<file path="config.mk">
export PLATFORM = sky130hd
export DESIGN_NAME = cmd_fetch
export DESIGN_NICKNAME = d
export VERILOG_FILES = /design/src/rtl/cmd_defs_pkg.sv /design/src/rtl/cmd_decode.sv /design/src/rtl/cmd_fetch.sv
export SDC_FILE = /design/constraint.sdc
export NUM_CORES = 1
export LEC_CHECK = 0
export CORE_MARGIN = 2
export CORE_UTILIZATION = 25
export DETAILED_ROUTE_END_ITERATION = 12
export GPL_TIMING_DRIVEN = 0
export PLACE_DENSITY_LB_ADDON = 0.3
export SYNTH_ARGS = -nofsm -noshare
export SYNTH_HDL_FRONTEND = slang
export SYNTH_SLANG_ARGS = --single-unit
</file>
<file path="constraint.sdc">
create_clock -name clk -period 3 [get_ports clk]
set_input_delay 0.45 -clock clk [delete_from_list [all_inputs] [get_ports clk]]
set_output_delay 0.45 -clock clk [all_outputs]
set_load 0.03 [all_outputs]
</file>
<file path="src/rtl/cmd_defs_pkg.sv">
// rtl/cmd_defs_pkg.sv - shared command opcode definitions for the command fetch and pointer blocks
// Contents: OPC_W (opcode field width, field sits in the top OPC_W bits of a word),
//           opcode_e (NUL/JMP/SJF/SJB), fetch_state_e, opc_is_legal().
package cmd_defs_pkg;

  localparam int OPC_W = 3;

  typedef enum logic [OPC_W-1:0] {
    OP_NUL = 3'b000,
    OP_JMP = 3'b001,
    OP_SJF = 3'b010,
    OP_SJB = 3'b100
  } opcode_e;

  typedef enum logic [1:0] {
    ST_IDLE  = 2'd0,
    ST_FETCH = 2'd1,
    ST_ISSUE = 2'd2
  } fetch_state_e;

  function automatic logic opc_is_legal(input logic [OPC_W-1:0] opc);
    case (opc)
      OP_NUL, OP_JMP, OP_SJF, OP_SJB: return 1'b1;
      default:                        return 1'b0;
    endcase
  endfunction

endpackage

</file>
<file path="src/rtl/cmd_decode.sv">
// rtl/cmd_decode.sv - combinational instruction word decoder
// Ports: mem_rdata (instruction word in), opcode (legal opcode or NUL),
//        addr_to (zero-extended operand, 0 when illegal), illegal (opcode not recognised).
module cmd_decode
  import cmd_defs_pkg::*;
#(
  parameter int BUS_WIDTH = 32
) (
  input  logic [BUS_WIDTH-1:0] mem_rdata,
  output logic [OPC_W-1:0]     opcode,
  output logic [BUS_WIDTH-1:0] addr_to,
  output logic                 illegal
);

  logic [OPC_W-1:0] raw_opc;
  assign raw_opc = mem_rdata[BUS_WIDTH-1 -: OPC_W];

  always_comb begin
    illegal = !opc_is_legal(raw_opc);
    opcode  = OP_NUL;
    addr_to = '0;
    if (!illegal) begin
      opcode  = raw_opc;
      addr_to = {{OPC_W{1'b0}}, mem_rdata[BUS_WIDTH-OPC_W-1:0]};
    end
  end

endmodule

</file>
<file path="src/rtl/cmd_fetch.sv">
// rtl/cmd_fetch.sv - command fetch FSM: reads instruction words and issues decoded commands
// Ports: clk, nreset (async, active-low); enable, point_ready, addr_point from the pointer;
//        mem_req/mem_addr/mem_ack/mem_rdata read port; step/opcode/addr_to issue to the pointer;
//        err_illegal/err_timeout sticky flags cleared by err_clr.
module cmd_fetch
  import cmd_defs_pkg::*;
#(
  parameter int BUS_WIDTH = 32,
  parameter int TIMEOUT   = 15
) (
  input  logic                 clk,
  input  logic                 nreset,
  input  logic                 enable,
  input  logic                 point_ready,
  input  logic [BUS_WIDTH-1:0] addr_point,
  output logic                 mem_req,
  output logic [BUS_WIDTH-1:0] mem_addr,
  input  logic                 mem_ack,
  input  logic [BUS_WIDTH-1:0] mem_rdata,
  output logic                 step,
  output logic [OPC_W-1:0]     opcode,
  output logic [BUS_WIDTH-1:0] addr_to,
  output logic                 err_illegal,
  output logic                 err_timeout,
  input  logic                 err_clr
);

  // wait_cnt counts FETCH cycles already spent without an ack, so the cycle in
  // which it equals TIMEOUT-1 is the last one; an ack in that cycle still wins.
  localparam logic [7:0] WAIT_LIMIT = 8'(TIMEOUT - 1);

  fetch_state_e         state;
  logic [7:0]           wait_cnt;
  logic [OPC_W-1:0]     dec_opcode;
  logic [BUS_WIDTH-1:0] dec_addr_to;
  logic                 dec_illegal;
  logic                 in_fetch;
  logic                 illegal_set;
  logic                 timeout_set;

  cmd_decode #(
    .BUS_WIDTH(BUS_WIDTH)
  ) u_decode (
    .mem_rdata(mem_rdata),
    .opcode   (dec_opcode),
    .addr_to  (dec_addr_to),
    .illegal  (dec_illegal)
  );

  // A dropped point_ready aborts the fetch, so neither error can be raised then.
  assign in_fetch    = (state == ST_FETCH) && point_ready;
  assign illegal_set = in_fetch && mem_ack && dec_illegal;
  assign timeout_set = in_fetch && !mem_ack && (wait_cnt == WAIT_LIMIT);

  always_ff @(posedge clk or negedge nreset) begin
    if (!nreset) begin
      state       <= ST_IDLE;
      mem_req     <= 1'b0;
      mem_addr    <= '0;
      step        <= 1'b0;
      opcode      <= OP_NUL;
      addr_to     <= '0;
      wait_cnt    <= '0;
      err_illegal <= 1'b0;
      err_timeout <= 1'b0;
    end else begin
      // Issue outputs are valid only during the single ISSUE cycle.
      step    <= 1'b0;
      opcode  <= OP_NUL;
      addr_to <= '0;

      if (!point_ready) begin
        state   <= ST_IDLE;
        mem_req <= 1'b0;
      end else begin
        case (state)
          ST_IDLE: begin
            if (enable) begin
              state    <= ST_FETCH;
              mem_req  <= 1'b1;
              mem_addr <= addr_point;
              wait_cnt <= '0;
            end
          end
          // enable is deliberately ignored here: an outstanding read always completes.
          ST_FETCH: begin
            if (mem_ack) begin
              state   <= ST_ISSUE;
              mem_req <= 1'b0;
              step    <= 1'b1;
              opcode  <= dec_opcode;
              addr_to <= dec_addr_to;
            end else if (wait_cnt == WAIT_LIMIT) begin
              state   <= ST_ISSUE;
              mem_req <= 1'b0;
              step    <= 1'b1;
            end else begin
              wait_cnt <= wait_cnt + 8'd1;
            end
          end
          ST_ISSUE: begin
            if (enable) begin
              state    <= ST_FETCH;
              mem_req  <= 1'b1;
              mem_addr <= addr_point;
              wait_cnt <= '0;
            end else begin
              state <= ST_IDLE;
            end
          end
          default: begin
            state   <= ST_IDLE;
            mem_req <= 1'b0;
          end
        endcase
      end

      // Set has priority over clear.
      if (illegal_set)  err_illegal <= 1'b1;
      else if (err_clr) err_illegal <= 1'b0;

      if (timeout_set)  err_timeout <= 1'b1;
      else if (err_clr) err_timeout <= 1'b0;
    end
  end

endmodule

</file>
==> impl_metrics.env, run 1 <==
export IMPL_routabilityCongestion=0.756
export IMPL_cts_buffers=9
export IMPL_drt_antenna_violating_nets=0
export IMPL_drive_gt1_frac=0.0577
export IMPL_grt_antenna_before_repair=0
export IMPL_yosysMostFrequentCell="nand2_1"
export IMPL_ys_dominant_reg_cell="dfrtp_1"
export IMPL_boundaryPins=141
export IMPL_grt_max_degree=41
export IMPL_root_buffer="clkbuf_16"
export IMPL_area_delta_synth_final_pct=62.2
export IMPL_cts_tree="yes"
export IMPL_vias=2370
export IMPL_cap_violations=0
export IMPL_num_nets_final=500
export IMPL_n_antenna_cell=0
export IMPL_fin_skew_ns=0.00482
export IMPL_grt_pass1_wl_um=12000
export IMPL_totalNegativeSetupSlack_ns=0
export IMPL_post_route_period_util=0.687
export IMPL_crit_path_max_fanout=10
export IMPL_route_detailed_drc=0
export IMPL_start_util=0.258
export IMPL_syn_area_per_cell_sq_um=10.7
export IMPL_worst_pin_slew_ns=0.587
export IMPL_irDropWorstVdd_v=0.000213
export IMPL_chipHeight_um=113
export IMPL_r2r_slack_ns=1.02
export IMPL_synth_top_area_cell="dfrtp_1"
export IMPL_avgRoutedWirePerCell_um=12.9
export IMPL_synth_area_sq_mm=0.00296
export IMPL_grt_setup_unrepaired="false"
export IMPL_slew_limit_headroom=0.608
export IMPL_total_power_mw=2.74
export IMPL_path_clk_slew_ns=0.06
export IMPL_holdWs_ns=0.0919
export IMPL_worstSkewPairLatency_ns=0.33
export IMPL_clockBufferDepth=2
export IMPL_core_rowCount=39
export IMPL_crit_path_start_kind="input pin"
export IMPL_synthTopCellsByArea="dfrtp_1, nand2_1, and2_1"
export IMPL_p_leak_nw=2.23
export IMPL_synth_seq_cells=78
export IMPL_synth_cells=277
export IMPL_drt_pass1_iterations=4
export IMPL_clock_fmax_mhz=485
export IMPL_crit_required_ns=3.27
export IMPL_numClockSinks=78
export IMPL_grtUsageTotal=0.120
export IMPL_fin_crit_ns=2.06
export IMPL_ys_seq_area_frac=0.659
export IMPL_synth_distinct_cells=34
export IMPL_drt_wl_total_um=7460
export IMPL_setup_viol=0
export IMPL_fp_dieW_um=113
export IMPL_cts_max_level=3
export IMPL_dp_hpwl_um=5650
export IMPL_cts_hold_buf=0
export IMPL_power_density_mw_per_mm2=570
export IMPL_final_max_slew_viol_count=0
export IMPL_core_area_sq_mm=0.0115
export IMPL_grt_pass1_vias=2362
export IMPL_synth_edf_count=0
export IMPL_portBuffers=137
export IMPL_ctsResizeCount=0
export IMPL_synth_yosys_warnings=0
export IMPL_crit_arrival_ns=2.33
export IMPL_fillers=1123
export IMPL_async_flop_share=1.00
export IMPL_min_path_type="in -> async"
export IMPL_cts_setup_buffers=0
export IMPL_worstSetupPathType="in -> reg"
export IMPL_worstSetupEndpointType="flip-flop"
export IMPL_ys_top_cells_by_count="nand2_1, dfrtp_1, and2_1"
export IMPL_synth_top_area_share=0.659
export IMPL_finalHoldViolCount=0
export IMPL_grt_overflow=0
export IMPL_fp_dieArea_sq_mm=0.0127
export IMPL_status="finished, final reports clean"
export IMPL_drtIter0Drc=55
export IMPL_drt_vias_per_instance=4.11
==> logic make-up after synthesis <==
| family | after synthesis | synth area share |
|---|---|---|
| other cells | 1 | 0.00127 |
| simple gates | 155 | 0.248 |
| buf+inv | 20 | 0.0317 |
| xor+xnor | 1 | 0.00296 |
| mux | 2 | 0.00676 |
| flops | 78 | 0.659 |
| fa+ha+maj | 3 | 0.0118 |
| compound gates | 17 | 0.0389 |
==> worst max-delay path, stage by stage <==
cell             delay (ns)
clkdlybuf4s50_1        0.45
nor2b_1                0.18
nand2_1                0.15
clkbuf_1               0.36
clkbuf_1               0.51
nand2_1                0.13
nand2_1                0.09
==> cell usage in the layout (no fill, tap or decap), types with 3 or more instances in the layout <==
cell / count
o21ai_0: 6
nand2_1: 104
clkinv_2: 5
buf_4: 4
clkbuf_16: 9
conb_1: 3
clkdlybuf4s50_1: 136
nor2_1: 3
and2_1: 32
clkbuf_1: 12
inv_1: 5
dfrtp_1: 78
nand2b_1: 3
==> registers in the layout, indices dropped and copies added, names as in the netlist, 2 cells and up <==
signal / flops
mem_addr: 32
addr_to: 29
state: 2
opcode: 3
wait_cnt: 8
==> stage by stage <==
stage	setup WS [ns]	utilization	cell area [sq um]	cells
3_3_place_gp	-1.37	0.394	4520	559
4_1_cts	0.891	0.419	4800	576
3_5_place_dp	0.552	0.396	4540	560
6_report	0.940	0.419	4800	576
5_1_grt	0.736	0.419	4800	576
2_1_floorplan	1.23	-	2970	279
==> worst paths after layout <==
check / endpoint / from / cells past startpoint
setup / recovery: mem_addr[5] / point_ready / 7
hold reg to reg: mem_addr[0] / mem_addr[0] / 2
hold / removal: wait_cnt[2] / nreset / 1
setup reg to reg: wait_cnt[1] / wait_cnt[0] / 7
min in group clk: mem_addr[0] / mem_addr[0] / 2
max in group asynchronous: mem_addr[6] / nreset / 2
==> layer usage <==
layer	vias up	track usage	wire [um]
met5	-	0	0
met4	0	0.0561	144
met3	12	0.0423	645
met2	91	0.184	3430
met1	1092	0.151	3240
li1	1175	-	-
==> cell type report <==
cell class	instances	area, sq um	area share
flip-flops and latches	78	1950	0.406
multi-input cells	181	923	0.192
well taps	143	179	0.0372
clock inverters	5	25.0	0.00521
repair buffers	138	1390	0.289
clock buffers	11	243	0.0505
inverters	5	18.8	0.00391
plain buffers	15	75.1	0.0156
==> where the power goes <==
| part | leakage, nW | total, mW | switching, mW | internal [mW] |
|---|---|---|---|---|
| clock | 0.139 | 0.979 | 0.404 | 0.575 |
| sequential | 1.03 | 1.18 | 0.0456 | 1.14 |
| combinational | 1.06 | 0.575 | 0.313 | 0.262 |
(Power assumes the default switching activity.)
==> run 2: changes to the inputs <==
- clock period: 3 -> 2.14 ns (I/O delays scaled with it)
==> run 2 against run 1 <==
Highest routed layer unchanged; core utilization increased by 0.087 points; clock skew about the same; critical path depth unchanged; global-route usage unchanged; power increased by 40%; register-to-register slack got worse by 0.86 ns; critical path type is now reg -> reg.
==> impl_metrics.env, run 2 (synthesis gave the netlist of run 1 again) <==
export IMPL_vias=2369
export IMPL_reg2reg_to="wait_cnt[1]"
export IMPL_grt_overflow=0
export IMPL_drive_gt1_frac=0.0576
export IMPL_dp_hpwl_um=5650
export IMPL_start_util=0.258
export IMPL_grt_pass1_wl_um=12000
export IMPL_core_rowCount=39
export IMPL_drt_antenna_violating_nets=0
export IMPL_layout_commonest_cell="clkdlybuf4s50_1"
export IMPL_finalHoldViolCount=0
export IMPL_drt_wl_total_um=7460
export IMPL_n_antenna_cell=0
export IMPL_setup_worst_path_start="wait_cnt[0]"
export IMPL_route_detailed_drc=0
export IMPL_switching_share=0.278
export IMPL_drt_vias_per_instance=4.11
export IMPL_intPower_mw=2.77
export IMPL_final_max_slew_viol_count=0
export IMPL_r2r_slack_ns=0.16
export IMPL_mostFrequentLayoutCells="clkdlybuf4s50_1, nand2_1, dfrtp_1, and2_1, clkbuf_1"
export IMPL_holdWs_ns=0.470
export IMPL_fin_skew_ns=0.00477
export IMPL_p_switching_mw=1.07
export IMPL_crit_required_ns=2.39
export IMPL_fillers=1122
export IMPL_cp_cell_sequence="inv_1, ha_1, or4b_4, nor3_4, or2b_1, buf_6, mux2i_1"
export IMPL_cpPeakStageDelay_ns=0.48
export IMPL_worstSkewPairLatency_ns=0.33
export IMPL_grtUsageTotal=0.120
export IMPL_boundaryPins=141
export IMPL_endpoint="wait_cnt[1]"
export IMPL_grt_max_degree=41
export IMPL_cts_max_level=3
export IMPL_path_delay_family="simple AND/OR/NAND/NOR gates"
export IMPL_setup_viol=0
export IMPL_largest_reg_flops=32
export IMPL_numClockSinks=78
export IMPL_regMostFlops="mem_addr"
export IMPL_clock_fmax_mhz=506
export IMPL_slew_limit_headroom=0.608
export IMPL_power_density_mw_per_mm2=797
export IMPL_avgRoutedWirePerCell_um=12.9
export IMPL_ctsResizeCount=0
export IMPL_cts_setup_buffers=0
export IMPL_root_buffer="clkbuf_16"
export IMPL_status="finished, final reports clean"
export IMPL_clockBufferDepth=2
export IMPL_irDropWorstVdd_v=0.000298
export IMPL_cts_buffers=9
export IMPL_crit_cells=7
export IMPL_fp_dieArea_sq_mm=0.0127
export IMPL_r2r_start="wait_cnt[0]"
export IMPL_rr_worst_depth=7
export IMPL_crit_arrival_ns=2.23
export IMPL_final_core_util=0.420
export IMPL_worstSetupEndpointType="flip-flop"
export IMPL_critPathBufInv=2
export IMPL_fin_cells=577
export IMPL_chipHeight_um=113
export IMPL_portBuffers=137
export IMPL_grt_pass1_vias=2362
export IMPL_worst_pin_slew_ns=0.589
export IMPL_multiInputGateArea_sq_um=923
export IMPL_drtIter0Drc=60
export IMPL_min_path_type="reg -> reg"
export IMPL_worstSetupPathType="reg -> reg"
export IMPL_core_area_sq_mm=0.0115
export IMPL_grt_setup_unrepaired="false"
export IMPL_power_share_clock=0.357
export IMPL_top_regs="mem_addr (32), addr_to (29), wait_cnt (8)"
export IMPL_fin_crit_ns=1.98
export IMPL_path_clk_slew_ns=0.06
export IMPL_dp_cells=560
export IMPL_area_delta_synth_final_pct=62.6
export IMPL_p_leak_nw=2.24
export IMPL_pwr_share_comb=0.210
export IMPL_regArea_sq_mm=0.00195
export IMPL_total_power_mw=3.84
export IMPL_drt_pass1_iterations=4
export IMPL_num_nets_final=501
export IMPL_cap_violations=0
export IMPL_grt_antenna_before_repair=0
export IMPL_fp_dieW_um=113
export IMPL_cts_tree="yes"
export IMPL_crit_path_max_fanout=10
export IMPL_routabilityCongestion=0.756
export IMPL_crit_path_start_kind="flip-flop"
export IMPL_post_route_period_util=0.923
export IMPL_slowest_stage="or4b_4"
export IMPL_pwr_share_seq=0.432
==> run 2: changes by cell type in the layout (fill, tap and decap cells not counted), sizes merged <==
cell         change
dlygate4sd3      +1
==> run 2: power by group through the flow <==
stage	sequential (mW)	combinational, mW	clock, mW
2_1_floorplan	1.91	0.146	0
3_3_place_gp	1.68	0.806	0
4_1_cts	1.66	0.823	1.42
5_1_grt	1.68	0.866	1.49
6_report	1.66	0.807	1.37
3_5_place_dp	1.69	0.819	0
==> run 2: how the worst min path moves through the flow <==
| stage | endpoint | cells after the start | start | slack [ns] |
|---|---|---|---|---|
| CTS | mem_addr[0] | 2 | mem_addr[0] | 0.48 |
| finish | mem_addr[0] | 2 | mem_addr[0] | 0.47 |
| global placement | mem_addr[9] | 2 | mem_addr[9] | 0.46 |
| global route | mem_addr[0] | 2 | mem_addr[0] | 0.51 |
| floorplan | addr_to[0] | 0 | nreset | 0.03 |
| detailed placement | wait_cnt[2] | 1 | nreset | 0.34 |
==> run 2: layout make-up <==
class | count | share of cell area
buffer | 15 | 0.0156
clock buffer | 11 | 0.0504
clock inverter | 5 | 0.00520
inverter | 5 | 0.00390
multi-input combinational | 181 | 0.192
sequential | 78 | 0.405
tap | 143 | 0.0372
timing repair buffer | 139 | 0.291
==> run 2: metal layers <==
metal	up-vias	global-route usage	wire (um)	share of wire
met5	-	0	0	0
li1	1176	-	-	-
met1	1090	0.152	3230	0.43
met3	12	0.0418	645	0.086
met4	0	0.0561	144	0.019
met2	91	0.184	3440	0.46
==> run 2: stage by stage <==
stage          setup slack (ns)  instance area, sq um  TNS [ns]
2_1_floorplan             0.369                  2970         0
3_3_place_gp              -2.10                  4520   -166.05
3_5_place_dp             -0.179                  4540     -3.18
4_1_cts                   0.160                  4810         0
5_1_grt                 0.00500                  4810         0
6_report                  0.164                  4810         0
==> run 2: worst reg2reg max path: stages (launching register included) <==
cell	delay, ns
dfrtp_1	0.42
inv_1	0.08
ha_1	0.16
or4b_4	0.48
nor3_4	0.31
or2b_1	0.17
buf_6	0.12
mux2i_1	0.17
==> run 2: repair_timing <==
item	CTS	global route
hold buffers	1	0
endpoints found under the hold margin	39	0
setup endpoints to repair	0	0
==> run 3: changes to the inputs <==
- CORE_UTILIZATION: 25 -> 41
==> run 3 against run 2 <==
Die area shrank 38%; sequential power barely moved; fmax increased by 0.59%; via count is 1.8% higher; sequential share of layout area grew 0.61 points; global-route usage is 7.5 points higher; design area decreased by 1.5%; combinational power rose by 0.5%; core utilization increased by 27 points; flip-flop and latch count unchanged; hold slack worse by 0.021 ns; register-to-register slack about the same; largest power group unchanged; highest routed layer unchanged.
==> impl_metrics.env, run 3 (synthesis gave the netlist of run 1 again) <==
export IMPL_finalHoldViolCount=0
export IMPL_fin_crit_ns=1.96
export IMPL_slew_limit_headroom=0.644
export IMPL_fin_skew_ns=0.00669
export IMPL_worstSkewPairLatency_ns=0.33
export IMPL_setup_viol=0
export IMPL_root_buffer="clkbuf_8"
export IMPL_grt_use_met2=0.301
export IMPL_start_util=0.429
export IMPL_power_density_mw_per_mm2=802
export IMPL_cp_cell_sequence="inv_1, ha_1, or4b_4, nor3_4, or2b_1, buf_6, mux2i_1"
export IMPL_chipHeight_um=89.0
export IMPL_drt_pass1_iterations=4
export IMPL_numClockSinks=78
export IMPL_portBuffers=137
export IMPL_area_delta_synth_final_pct=60.2
export IMPL_core_rowCount=30
export IMPL_fp_dieArea_sq_mm=0.00792
export IMPL_route_detailed_drc=0
export IMPL_status="finished, final reports clean"
export IMPL_fp_dieW_um=89.0
export IMPL_cts_buffers=9
export IMPL_critPathBufInv=2
export IMPL_gr_max_usage_layer="met2"
export IMPL_cts_setup_buffers=0
export IMPL_min_path_type="in -> async"
export IMPL_grt_antenna_before_repair=0
export IMPL_grt_overflow=0
export IMPL_drive_gt1_frac=0.0576
export IMPL_worst_pin_slew_ns=0.534
export IMPL_num_nets_final=501
export IMPL_vias=2412
export IMPL_grtUsageTotal=0.194
export IMPL_clockBufferDepth=2
export IMPL_met1_usage=0.232
export IMPL_crit_path_max_fanout=10
export IMPL_r2r_start="wait_cnt[0]"
export IMPL_worstSetupPathType="reg -> reg"
export IMPL_largest_reg_flops=32
export IMPL_finalInstanceArea_sq_mm=0.00474
export IMPL_totalNegativeSetupSlack_ns=0
export IMPL_dp_hpwl_um=5440
export IMPL_p_leak_nw=2.22
export IMPL_top_regs="mem_addr (32), addr_to (29), wait_cnt (8)"
export IMPL_post_route_period_util=0.918
export IMPL_avgRoutedWirePerCell_um=13.7
export IMPL_drt_wl_total_um=7270
export IMPL_mostFrequentLayoutCells="clkdlybuf4s50_1, nand2_1, dfrtp_1, and2_1, clkbuf_1"
export IMPL_final_max_slew_viol_count=0
export IMPL_crit_arrival_ns=2.23
export IMPL_reg2reg_to="wait_cnt[1]"
export IMPL_grt_setup_unrepaired="false"
export IMPL_crit_path_start_kind="flip-flop"
export IMPL_grt_pass1_wl_um=11400
export IMPL_pre_cts_slack_ns=-0.0653
export IMPL_layout_commonest_cell="clkdlybuf4s50_1"
export IMPL_cts_tree="yes"
export IMPL_grt_pass1_vias=2368
export IMPL_drt_vias_per_instance=4.55
export IMPL_cap_violations=0
export IMPL_use_met3=0.0979
export IMPL_grt_max_degree=51
export IMPL_boundaryPins=141
export IMPL_worstSetupEndpointType="flip-flop"
export IMPL_crit_required_ns=2.41
export IMPL_path_delay_family="simple AND/OR/NAND/NOR gates"
export IMPL_irDropWorstVdd_v=0.000412
export IMPL_r2r_slack_ns=0.18
export IMPL_clock_fmax_mhz=509
export IMPL_setup_ws_ns=0.176
export IMPL_core_area_sq_mm=0.00691
export IMPL_total_power_mw=3.80
export IMPL_drt_antenna_violating_nets=0
export IMPL_routabilityCongestion=0.802
export IMPL_holdWs_ns=0.449
export IMPL_drtIter0Drc=86
export IMPL_cts_max_level=3
export IMPL_slowest_stage="or4b_4"
export IMPL_rr_worst_depth=7
export IMPL_cpPeakStageDelay_ns=0.48
export IMPL_n_antenna_cell=0
export IMPL_path_clk_slew_ns=0.08
export IMPL_regMostFlops="mem_addr"
export IMPL_placedInstanceArea_sq_mm=0.00449
==> run 3: cell count changes in the layout (fill, tap and decap cells not counted), sizes merged <==
| cell | before | now |
|---|---|---|
| bufinv | 0 | 3 |
| clkinv | 5 | 1 |
| clkinvlp | 0 | 1 |
==> run 3: how the worst max path moves through the flow <==
stage                      from      endpoint  slack [ns]  cells past startpoint
floorplan           wait_cnt[0]   wait_cnt[1]        0.37                      7
global placement         nreset   addr_to[10]       -1.93                      1
detailed placement  point_ready  mem_addr[29]       -0.07                      7
CTS                 wait_cnt[0]   wait_cnt[1]        0.15                      7
global route        wait_cnt[0]   wait_cnt[1]        0.03                      7
finish              wait_cnt[0]   wait_cnt[1]        0.18                      7
==> run 3: through the flow <==
step / std cells / utilization
after floorplan: 279 / -
after global placement: 512 / 0.646
after detailed placement: 513 / 0.649
after CTS: 530 / 0.687
after global routing: 530 / 0.687
final: 530 / 0.687
==> run 3: area by class of cell <==
class / instances / area (sq um)
plain buffers: 15 / 75.1
multi-input cells: 181 / 923
clock buffers: 11 / 141
fillers: 567 / 2160
repair buffers: 139 / 1410
flip-flops and latches: 78 / 1950
inverters: 5 / 18.8
clock inverters: 5 / 106
well taps: 96 / 120
==> run 3: power breakdown <==
part           switching [mW]  total [mW]  internal, mW
registers              0.0639        1.66          1.59
logic                   0.441       0.811         0.370
clock network           0.528        1.34         0.810
total                    1.03        3.80          2.77
==> run 3: repair_timing <==
action | 4_1_cts | 5_1_grt
gates resized for setup | 0 | 0
setup endpoints to repair | 0 | 0
endpoints found under the hold margin | 28 | 0
hold buffers | 1 | 0
==> run 3: routing by layer <==
layer / vias to the layer above / part of all wire
li1: 1168 / -
met1: 1124 / 0.38
met2: 108 / 0.47
met3: 12 / 0.13
met4: 0 / 0.020
met5: - / 0
